--- src/rtl/q_hist_display.sv ---
// 4-deep Q capture history scanned onto a multiplexed active-low 4-digit 7-segment display.
// Build option BLANK_INVALID_EN: invalid slots are blank instead of showing a dash.
module q_hist_display #(
  parameter int SCAN_DIV = 4
) (
  input  logic       CLK,
  input  logic       CLR,
  input  logic [3:0] Q_IN,
  input  logic       Q_VALID,
  input  logic       STB,
  output logic [6:0] SEG,
  output logic [3:0] AN,
  output logic       DP
);

  localparam logic [15:0] P_LAST = 16'(SCAN_DIV - 1);

`ifdef BLANK_INVALID_EN
  localparam logic [6:0] INVALID_GLYPH = 7'b1111111;
`else
  localparam logic [6:0] INVALID_GLYPH = 7'b0111111;
`endif

  logic [3:0][3:0] h_q, h_d;
  logic [3:0]      v_q, v_d;
  logic [15:0]     p_q, p_d;
  logic [1:0]      d_q, d_d;
  logic [6:0]      seg_q, seg_d;
  logic [3:0]      an_q, an_d;
  logic            dp_q, dp_d;
  logic [3:0]      wrap;

  function automatic logic [6:0] hex7(input logic [3:0] v);
    case (v)
      4'h0: hex7 = 7'b1000000;
      4'h1: hex7 = 7'b1111001;
      4'h2: hex7 = 7'b0100100;
      4'h3: hex7 = 7'b0110000;
      4'h4: hex7 = 7'b0011001;
      4'h5: hex7 = 7'b0010010;
      4'h6: hex7 = 7'b0000010;
      4'h7: hex7 = 7'b1111000;
      4'h8: hex7 = 7'b0000000;
      4'h9: hex7 = 7'b0010000;
      4'hA: hex7 = 7'b0001000;
      4'hB: hex7 = 7'b0000011;
      4'hC: hex7 = 7'b1000110;
      4'hD: hex7 = 7'b0100001;
      4'hE: hex7 = 7'b0000110;
      default: hex7 = 7'b0001110;
    endcase
  endfunction

  // A wrap pairs a slot with its older neighbour; both must hold real values.
  always_comb begin
    wrap = 4'b0000;
    for (int i = 0; i < 3; i++) begin
      wrap[i] = v_q[i] && v_q[i+1] &&
                (({h_q[i], h_q[i+1]} == 8'h0F) || ({h_q[i], h_q[i+1]} == 8'hF0));
    end
  end

  always_comb begin
    h_d = h_q;
    v_d = v_q;
    if (STB) begin
      h_d = {h_q[2:0], (Q_VALID ? Q_IN : 4'h0)};
      v_d = {v_q[2:0], Q_VALID};
    end
    p_d   = (p_q == P_LAST) ? 16'd0 : p_q + 16'd1;
    d_d   = (p_q == P_LAST) ? d_q + 2'd1 : d_q;
    an_d  = ~(4'b0001 << d_q);
    seg_d = v_q[d_q] ? hex7(h_q[d_q]) : INVALID_GLYPH;
    dp_d  = ~wrap[d_q];
  end

  always_ff @(posedge CLK or posedge CLR) begin
    if (CLR) begin
      h_q   <= '0;
      v_q   <= 4'b0000;
      p_q   <= 16'd0;
      d_q   <= 2'd0;
      seg_q <= 7'b1111111;
      an_q  <= 4'b1111;
      dp_q  <= 1'b1;
    end else begin
      h_q   <= h_d;
      v_q   <= v_d;
      p_q   <= p_d;
      d_q   <= d_d;
      seg_q <= seg_d;
      an_q  <= an_d;
      dp_q  <= dp_d;
    end
  end

  assign SEG = seg_q;
  assign AN  = an_q;
  assign DP  = dp_q;

endmodule

--- config.mk ---
export PLATFORM = sky130hd
export DESIGN_NAME = q_hist_display
export DESIGN_NICKNAME = d
export VERILOG_FILES = /design/src/rtl/q_hist_display.sv
export SDC_FILE = /design/constraint.sdc
export NUM_CORES = 1
export LEC_CHECK = 0
export CORE_ASPECT_RATIO = 1.4
export CORE_MARGIN = 5
export CORE_UTILIZATION = 57
export DETAILED_ROUTE_END_ITERATION = 8
export PLACE_DENSITY_LB_ADDON = 0.12
export SETUP_SLACK_MARGIN = 0.15
export SLEW_MARGIN = 20
export SYNTH_ARGS = -nofsm -noshare
export SYNTH_HDL_FRONTEND = slang
export SYNTH_SLANG_ARGS = --single-unit
--- constraint.sdc ---
create_clock -name CLK -period 2.5 [get_ports CLK]
set_clock_uncertainty 0.05 [all_clocks]
set_input_delay 0.625 -clock CLK [delete_from_list [all_inputs] [get_ports CLK]]
set_output_delay 0.625 -clock CLK [all_outputs]
set_load 0.05 [all_outputs]
==> results of run 1 <==
[layout by cell type, fill, tap and decap left out, types with 5 or more instances in the layout]
master           instances
nand4_1                  7
nand3_1                 15
nor2_1                   8
clkdlybuf4s50_1         19
xnor2_1                 12
inv_1                   16
mux2_2                  17
o21ai_0                  5
dfstp_2                 12
clkbuf_8                 5
dfrtp_1                 37
ha_1                    12
nand2_1                  8
[per-stage QoR]
stage,utilization (%),std cells,area (sq um)
2_1_floorplan,-,207,2477
3_3_place_gp,64.58,267,2715
3_5_place_dp,64.58,267,2715
4_1_cts,67.11,275,2821
5_1_grt,67.14,275,2823
6_report,67.14,275,2823
[area by class of cell]
| class | instances | area (sq um) | share of cell area (%) |
|---|---|---|---|
| tap | 45 | 56.30 | 1.995 |
| timing repair buffer | 22 | 237.7 | 8.422 |
| multi-input combinational | 133 | 1091 | 38.65 |
| inverter | 17 | 63.81 | 2.261 |
| sequential | 50 | 1267 | 44.90 |
| clock inverter | 1 | 30.03 | 1.064 |
| clock buffer | 7 | 76.32 | 2.704 |
[what timing repair did]
| item | CTS | global route |
|---|---|---|
| hold endpoints to repair | 0 | 0 |
| endpoints found under the setup margin | 0 | 2 |
| resized for setup | 0 | 1 |
[routing by layer]
layer | track usage (%) | wire length [um]
met5 | 0 | 0
met4 | 5.283 | 60
met3 | 3.979 | 153
met2 | 28.01 | 2133
met1 | 20.37 | 1812
[report_power, final]
| group | internal (mW) | switching [mW] |
|---|---|---|
| Clock | 0.299 | 0.246 |
| Sequential | 0.880 | 0.0524 |
| Combinational | 0.124 | 0.154 |
| Total | 1.30 | 0.452 |
[sequential cells by signal, summed over array words and instances, names as in the netlist]
name / flops
p_q: 16
SEG: 7
AN: 4
d_q: 2
v_q: 4
h_q: 16
DP: 1
[kinds of logic (layout without fill, tap and decap cells)]
family          after synthesis  after routing  share of synthesized area, %
mux                          23             23                         12.98
flops                        50             50                         51.11
fa+ha+maj                    12             12                         6.060
buf+inv                      24             47                         4.848
simple gates                 61             61                         13.89
xor+xnor                     15             15                         5.303
compound gates               22             22                         5.808
[worst max-delay path by stage]
| stage | depth (start not counted) | to |
|---|---|---|
| floorplan | 7 | SEG[3] |
| global placement | 6 | SEG[3] |
| detailed placement | 6 | SEG[3] |
| CTS | 1 | AN[1] |
| global route | 1 | AN[0] |
| finish | 1 | AN[1] |
==> metrics.md, run 1 <==
| Metric | Value |
|---|---|
| Minimum clock period | `approximately 2300 ps` |
| Worst hold path depth | `1` |
| Placer Congestion | `0.8271` |
| Die Area | `approximately 5800 sq um` |
| RSZ-0062 raised after global routing | `false` |
| Worst-margin pin slew | `656.1 ps` |
| Drt total wl | `a little over 4 mm` |
| Worst hold path class | `register to register` |
| Critical path peak fanout | `1` |
| Layout area overhead | `13.94%` |
| Status | `completed` |
| Worst R2R Start | `d_q[0]` |
| Vias in the first global route | `roughly 1600` |
| Crit path DAT | `1610 ps` |
| Setup TNS | `0 ps` |
| Pin count of the biggest net entering global routing | `35` |
| Fin. max-slew vios | `0` |
| Synth top area cells | `dfrtp_1 38%, dfstp_2 13%, mux2_2 7.7%` |
| CP startpoint | `AN[1]` |
| Routed len/inst | `15.12 um` |
| Most frequent cell after synthesis | `dfrtp_1` |
| R2r setup slk | `roughly 360 ps` |
| Top Ports | `20` |
| Post-detail-place hpwl | `3.113 mm` |
| Post-CTS Setup Inserts | `0` |
| HP Start | `p_q[15]` |
| Max Freq | `between 400 and 500 MHz` |
| Core ar. | `approximately 4200 sq um` |
| Initial antenna violation count | `0` |
| Fill cells | `307` |
| Die height | `88.01 um` |
| Deepest clock path buffer count | `2` |
| CTS tree | `yes` |
| Post-synth cell types | `37` |
| Worst Hold Path EP | `p_q[15]` |
| Starting density of the core | `58.93%` |
| Post-synth EDFFs | `0` |
| Most frequent cells after synthesis | `38 x dfrtp_1, 17 x inv_1, 17 x mux2_2, 15 x nand3_1` |
| Total Routing Usage GR | `16.41%` |
| Power, Total | `1.756 mW` |
| First-pass GRT wire length | `~7.4 mm` |
| Setup Viol. Count Final | `0` |
| WHS | `451.5 ps` |
| Syn nets | `227` |
| Total CTS buffers | `5` |
| Hold Buf Count CTS | `0` |
| Largest stage delay, worst path | `790 ps` |
| Fraction of layout instances using a drive strength above 1 | `a little under a fifth` |
| Clk_lat worst skew | `300 ps` |
| Peak VDD IR | `0.3360 mV` |
| Die span in x | `~66 um` |
| Power Density | `621.9 nW/um^2` |
| Top FF cell, synth | `dfrtp_1` |
| Leak | `between 1 and 1.5 nW` |
| Buffers & Inverters on Critical Path | `1` |
| Crit Path Class | `register to primary output` |
| Crit start category | `register` |
| Site Rows | `28` |
| Yosys top cell by area | `dfrtp_1` |
| Critical-path top delay cell | `clkdlybuf4s50_1` |
| CP required | `1820 ps` |
| Final Hold Vio Count | `0` |
| Clk pin slew, worst setup/hold paths | `90 ps` |
| Critical Path End Type | `primary output` |
| Rel. slew slack | `between 50% and 60%` |
| Max-cap check violation count | `0` |
| Antenna Cells | `0` |
| Via total after detailed routing | `1606` |
| Synth top area share | `a little under two fifths` |
| Yosys warns | `0` |
| First-pass DRT Iterations | `4` |
| DRT iter0 DRCs | `62` |
| Fin crit share | `around 91%` |
| Post-synthesis register bit count | `50` |
| CP Cell Sequence | `clkdlybuf4s50_1` |
| Port Buf Inserts | `19` |
| DR DRC count | `0` |
| Reg2Reg Depth | `7` |
| Antenna Nets Post-Route | `0` |
| Gr ovfl total | `0` |
| CTS root buf | `clkbuf_8` |
| Cell family with most CP delay | `buffers and inverters` |
| Post-synthesis instance total | `207` |
| CTS H-tree depth | `2` |
| Post-Syn Area | `2477 sq um` |
| Seq/Total Area, Yosys | `51.11%` |
| Dpl ws | `275.8 ps` |
| DR vias/cell | `5.840` |
| Avg Inst Size Synth | `between 10 and 15 sq um` |
| Share of synthesized registers carrying an async set or reset | `100.0%` |
| Reg2reg end | `SEG[3]` |
| Final WS setup | `212.6 ps` |
| Fin nets | `249` |
| Sink Count | `50` |
Power figures use the tool's default switching activity.
==> run 2: changes to the inputs <==
Settings changed: CORE_UTILIZATION 57 to 62, DONT_BUFFER_PORTS set to 1.
==> metrics.md, run 2 (same netlist as run 1, synthesis figures left out) <==
| Metric | Value |
|---|---|
| Clk pin slew, worst setup/hold paths | `80 ps (was 90 ps)` |
| Routed len/inst | `16.38 um (was 15.12 um)` |
| Vias in the first global route | `1537 (was 1619)` |
| Die span in x | `63.43 um (was 65.72 um)` |
| Total CTS buffers | `5 (unchanged)` |
| Most common cell after layout, fill and taps aside | `dfrtp_1 (unchanged)` |
| R2r setup slk | `430 ps (was 360 ps)` |
| Gr ovfl total | `0 (unchanged)` |
| Fin. max-slew vios | `0 (unchanged)` |
| First-pass DRT Iterations | `4 (unchanged)` |
| Status | `completed (unchanged)` |
| Leak | `1.112 nW (was 1.215 nW)` |
| Worst-margin pin slew | `594.2 ps (was 656.1 ps)` |
| Port Buf Inserts | `0 (was 19)` |
| RSZ-0062 raised after global routing | `false (unchanged)` |
| CP startpoint | `d_q[0] (was AN[1])` |
| Cells after DPL | `245 (was 267)` |
| Top Ports | `20 (unchanged)` |
| DRT iter0 DRCs | `78 (was 62)` |
| Worst Setup EP | `SEG[3] (was AN[1])` |
| Layout area overhead | `3.737% (was 13.94%)` |
| Crit start category | `register (unchanged)` |
| Fill cells | `309 (was 307)` |
| Fraction of layout instances using a drive strength above 1 | `20.10% (was 19.13%)` |
| Final non-filler cell total | `252 (was 275)` |
| Worst R2R Start | `d_q[0] (unchanged)` |
| Reg2Reg Depth | `6 (was 7)` |
| Max Freq | `483.2 MHz (was 437.2 MHz)` |
| Multi-input gate area | `1091 sq um (unchanged)` |
| Setup Viol. Count Final | `0 (unchanged)` |
| Placer Congestion | `0.8857 (was 0.8271)` |
| Rel. slew slack | `60.39% (was 55.99%)` |
| Site Rows | `27 (was 28)` |
| CP required | `2680 ps (was 1820 ps)` |
| Pin count of the biggest net entering global routing | `51 (was 35)` |
| DR DRC count | `0 (unchanged)` |
| Power Density | `617.5 nW/um^2 (was 621.9 nW/um^2)` |
| Starting density of the core | `63.22% (was 58.93%)` |
| Peak VDD IR | `0.5059 mV (was 0.3360 mV)` |
| Sink Count | `50 (unchanged)` |
| Register area | `1266 sq um (was 1267 sq um)` |
| Deepest clock path buffer count | `2 (unchanged)` |
| Critical path peak fanout | `7 (was 1)` |
| Post-detail-place hpwl | `3.003 mm (was 3.113 mm)` |
| Via total after detailed routing | `1518 (was 1606)` |
| Worst hold path class | `primary input to asynchronous set/reset pin (was register to register)` |
| Clk_lat worst skew | `290 ps (was 300 ps)` |
| Total Routing Usage GR | `16.81% (was 16.41%)` |
| First-pass GRT wire length | `7.265 mm (was 7.417 mm)` |
| Fin nets | `229 (was 249)` |
| Setup TNS | `0 ps (unchanged)` |
| Drt total wl | `4.129 mm (was 4.159 mm)` |
| Max-cap check violation count | `0 (unchanged)` |
| CTS root buf | `clkbuf_8 (unchanged)` |
| Fin crit share | `82.78% (was 91.50%)` |
| Initial antenna violation count | `0 (unchanged)` |
| Minimum clock period | `2069 ps (was 2287 ps)` |
| Reg2reg end | `SEG[3] (unchanged)` |
| CTS tree | `yes (unchanged)` |
| Final Hold Vio Count | `0 (unchanged)` |
| Commonest cells after routing, fill and taps aside | `38 x dfrtp_1, 17 x mux2_2, 16 x inv_1 (was 37 x dfrtp_1, 19 x clkdlybuf4s50_1, 17 x mux2_2)` |
| Hold Buf Count CTS | `0 (unchanged)` |
| Critical Path End Type | `register (was primary output)` |
| Crit path DAT | `2250 ps (was 1610 ps)` |
| Die Area | `5378 sq um (was 5783 sq um)` |
| Post-CTS Setup Inserts | `0 (unchanged)` |
| CTS H-tree depth | `2 (unchanged)` |
| Die height | `84.79 um (was 88.01 um)` |
| Core ar. | `3919 sq um (was 4204 sq um)` |
| Antenna Nets Post-Route | `0 (unchanged)` |
| Crit Path Class | `register to register (was register to primary output)` |
| Antenna Cells | `0 (unchanged)` |
| DR vias/cell | `6.024 (was 5.840)` |
| Post-CTS sizing | `0 (unchanged)` |
## run 2: worst min-delay path by stage
stage,depth (start not counted),end,slack [ps],start
2_1_floorplan,1,p_q[15],400,p_q[15]
5_1_grt,1,h_q[1],360,STB
4_1_cts,2,h_q[12],330,CLR
3_3_place_gp,1,p_q[15],420,p_q[15]
6_report,2,h_q[13],320,CLR
3_5_place_dp,1,p_q[15],430,p_q[15]
## run 2: where the power goes
part	total, mW	switching, mW	internal (mW)	leakage (nW)
clock	0.425	0.233	0.192	0.0373
combinational	0.162	0.0803	0.0820	0.445
sequential	1.00	0.117	0.883	0.630
total	1.59	0.430	1.16	1.11
## run 2: critical path, stage by stage (launching register included)
cell	delay, ps
dfrtp_1	480
mux4_1	720
inv_1	160
ha_1	260
o211ai_1	180
o21ai_1	80
nand2_1	70
## run 2: cell type report
type,count,area share [%]
Timing Repair Buffer,2,0.5842
Clock inverter,1,0.2921
Tap cell,43,2.093
Inverter,17,2.483
Sequential cell,50,49.27
Multi-Input combinational cell,133,42.45
Clock buffer,6,2.824
## run 2: stage by stage
stage / cell area (sq um) / power [mW] / hold WS [ps] / util, % / setup WS [ps]
floorplan: 2477 / 1.140 / 396.3 / - / 545.9
global placement: 2490 / 1.165 / 422.7 / 63.54 / 535.4
detailed placement: 2490 / 1.178 / 427.4 / 63.54 / 450.1
CTS: 2570 / 1.604 / 331.6 / 65.58 / 417.2
global route: 2570 / 1.671 / 364.1 / 65.58 / 270.6
finish: 2570 / 1.587 / 323.0 / 65.58 / 430.5
## run 2: per-layer routing
metal  up-vias  wire [um]  GRT usage [%]
met2        42       2123          28.19
li1        732          -              -
met1       740       1781          21.26
met5         -          0              0
met3         4        202          4.284
met4         0         22          4.915
==> run 3: changes to the inputs <==
Clock period 2.5 ns to 2.2 ns, I/O delays scaled along.
==> metrics.md, run 3 (same netlist as run 1, synthesis figures left out) <==
| Metric | Value |
|---|---|
| Sink Count | `50 (unchanged)` |
| Crit start category | `register (unchanged)` |
| R2r setup slk | `240 ps (was 430 ps)` |
| First-pass DRT Iterations | `4 (unchanged)` |
| Int Pwr | `1.324 mW (was 1.157 mW)` |
| Cell family with most CP delay | `simple AND/OR/NAND/NOR gates (was multiplexers)` |
| Commonest cells after routing, fill and taps aside | `36 x dfrtp_1, 17 x mux2_2, 16 x inv_1 (was 38 x dfrtp_1, 17 x mux2_2, 16 x inv_1)` |
| CP required | `2340 ps (was 2680 ps)` |
| DRT iter0 DRCs | `93 (was 78)` |
| Buffers & Inverters on Critical Path | `0 (was 1)` |
| Max Freq | `510.5 MHz (was 483.2 MHz)` |
| Peak VDD IR | `0.5496 mV (was 0.5059 mV)` |
| Largest stage delay, worst path | `470 ps (was 720 ps)` |
| Crit Path Class | `register to register (unchanged)` |
| Total Routing Usage GR | `17.19% (was 16.81%)` |
| Dpl ws | `160.4 ps (was 450.1 ps)` |
| Critical path depth | `4 (was 6)` |
| Most common cell after layout, fill and taps aside | `dfrtp_1 (unchanged)` |
| Post-CTS Setup Inserts | `0 (unchanged)` |
| Antenna Nets Post-Route | `0 (unchanged)` |
| Layout area overhead | `4.343% (was 3.737%)` |
| CTS tree | `yes (unchanged)` |
| Reg2Reg Depth | `4 (was 6)` |
| Via total after detailed routing | `1559 (was 1518)` |
| Placer Congestion | `0.8717 (was 0.8857)` |
| GR Util met1 | `22.04% (was 21.26%)` |
| Die span in x | `63.43 um (unchanged)` |
| Drt total wl | `4.097 mm (was 4.129 mm)` |
| Starting density of the core | `63.22% (unchanged)` |
| Final WS setup | `241.1 ps (was 430.5 ps)` |
| Critical Path End Type | `register (unchanged)` |
| Crit path DAT | `2100 ps (was 2250 ps)` |
| Worst hold path class | `primary input to asynchronous set/reset pin (unchanged)` |
| First-pass GRT wire length | `7.500 mm (was 7.265 mm)` |
| Port Buf Inserts | `0 (unchanged)` |
| CTS root buf | `clkbuf_8 (unchanged)` |
| Initial antenna violation count | `0 (unchanged)` |
| Final Hold Vio Count | `0 (unchanged)` |
| Fin. max-slew vios | `0 (unchanged)` |
| Core ar. | `3919 sq um (unchanged)` |
| Fill cells | `303 (was 309)` |
| Clk pin slew, worst setup/hold paths | `90 ps (was 80 ps)` |
| CP Cell Sequence | `ha_1 -> nor4b_1 -> nand4_1 -> mux2_2 (was mux4_1 -> inv_1 -> ha_1 -> o211ai_1 -> o21ai_1 -> nand2_1)` |
| Gr ovfl total | `0 (unchanged)` |
| Flop pwr share | `62.0% (was 63.0%)` |
| Hold Buf Count CTS | `0 (unchanged)` |
| M2 GR Usage | `28.19% (unchanged)` |
| Die height | `84.79 um (unchanged)` |
| Critical-path top delay cell | `dfrtp_1 (was mux4_1)` |
| Critical path peak fanout | `6 (was 7)` |
| NetSw | `0.5065 mW (was 0.4298 mW)` |
| Minimum clock period | `1959 ps (was 2069 ps)` |
| Worst-margin pin slew | `700.4 ps (was 594.2 ps)` |
| Antenna Cells | `0 (unchanged)` |
| Comb pwr share | `10.2% (about the same)` |
| Status | `completed (unchanged)` |
| Total CTS buffers | `5 (unchanged)` |
| Leak | `1.109 nW (was 1.112 nW)` |
| Switching Fraction | `27.66% (was 27.09%)` |
| Setup TNS | `0 ps (unchanged)` |
| Fraction of layout instances using a drive strength above 1 | `21.43% (was 20.10%)` |
| Pin count of the biggest net entering global routing | `33 (was 51)` |
| Setup Viol. Count Final | `0 (unchanged)` |
| DR DRC count | `0 (unchanged)` |
| Site Rows | `27 (unchanged)` |
| Power Density | `708.3 nW/um^2 (was 617.5 nW/um^2)` |
| GR Layer Usage met3 | `4.016% (was 4.284%)` |
| Vias in the first global route | `1659 (was 1537)` |
| WHS | `99.23 ps (was 323.0 ps)` |
| CTS H-tree depth | `2 (unchanged)` |
| Rel. slew slack | `53.02% (was 60.39%)` |
| Fin crit share | `89.04% (was 82.78%)` |
| Fin nets | `229 (unchanged)` |
| Top Ports | `20 (unchanged)` |
| Clk pwr share | `27.8% (was 26.8%)` |
| Deepest clock path buffer count | `2 (unchanged)` |
| Die Area | `5378 sq um (unchanged)` |
| Grt peak-use layer | `met2 (unchanged)` |
| Max-cap check violation count | `0 (unchanged)` |
| DR vias/cell | `6.162 (was 6.024)` |
| Clk_lat worst skew | `300 ps (was 290 ps)` |
| Routed len/inst | `16.19 um (was 16.38 um)` |
| Power, Total | `1.831 mW (was 1.587 mW)` |
| RSZ-0062 raised after global routing | `false (unchanged)` |
## run 3: worst register-to-register path, stage by stage, from the launching register on
cell	delay, ps
dfrtp_1	470
ha_1	320
nor4b_1	300
nand4_1	330
mux2_2	370
## run 3: layer usage
| metal | vias up | wire [um] |
|---|---|---|
| met2 | 42 | 2052 |
| li1 | 725 | - |
| met1 | 784 | 1764 |
| met3 | 8 | 223 |
| met5 | - | 0 |
| met4 | 0 | 56 |
## run 3: final cells by class
class                           count  area [sq um]  area share [%]
Timing Repair Buffer                2         27.53           1.065
Multi-Input combinational cell    133          1087           42.06
Tap cell                           43         53.80           2.081
Inverter                           17         63.81           2.469
Sequential cell                    50          1269           49.08
Clock inverter                      1         7.507          0.2904
Clock buffer                        7         76.32           2.953
## run 3: power groups by stage
stage / Sequential, mW / Combinational (mW) / Clock, mW
after floorplan: 1.13 / 0.169 / 0
after global placement: 1.15 / 0.179 / 0
after detailed placement: 1.15 / 0.188 / 0
after CTS: 1.14 / 0.189 / 0.525
after global routing: 1.15 / 0.210 / 0.572
final: 1.14 / 0.186 / 0.509
## run 3: what timing repair did
action,CTS,global route
gates cloned,0,0
endpoints found under the setup margin,1,2
gates resized for setup,1,2
## run 3: path summary, 6_finish.rpt
| kind | startpoint | endpoint |
|---|---|---|
| setup / recovery | p_q[0] | d_q[1] |
| hold / removal | CLR | h_q[13] |
| setup reg to reg | p_q[0] | d_q[1] |
| hold reg to reg | p_q[15] | p_q[15] |
| max in group asynchronous | CLR | DP |
| min in group CLK | STB | v_q[1] |
## run 3: stage by stage
step	instance area, sq um	util (%)	cells
after global placement	2502	63.86	245
after floorplan	2477	-	207
after global routing	2585	65.96	253
after CTS	2582	65.90	253
final	2585	65.96	253
after detailed placement	2502	63.86	245
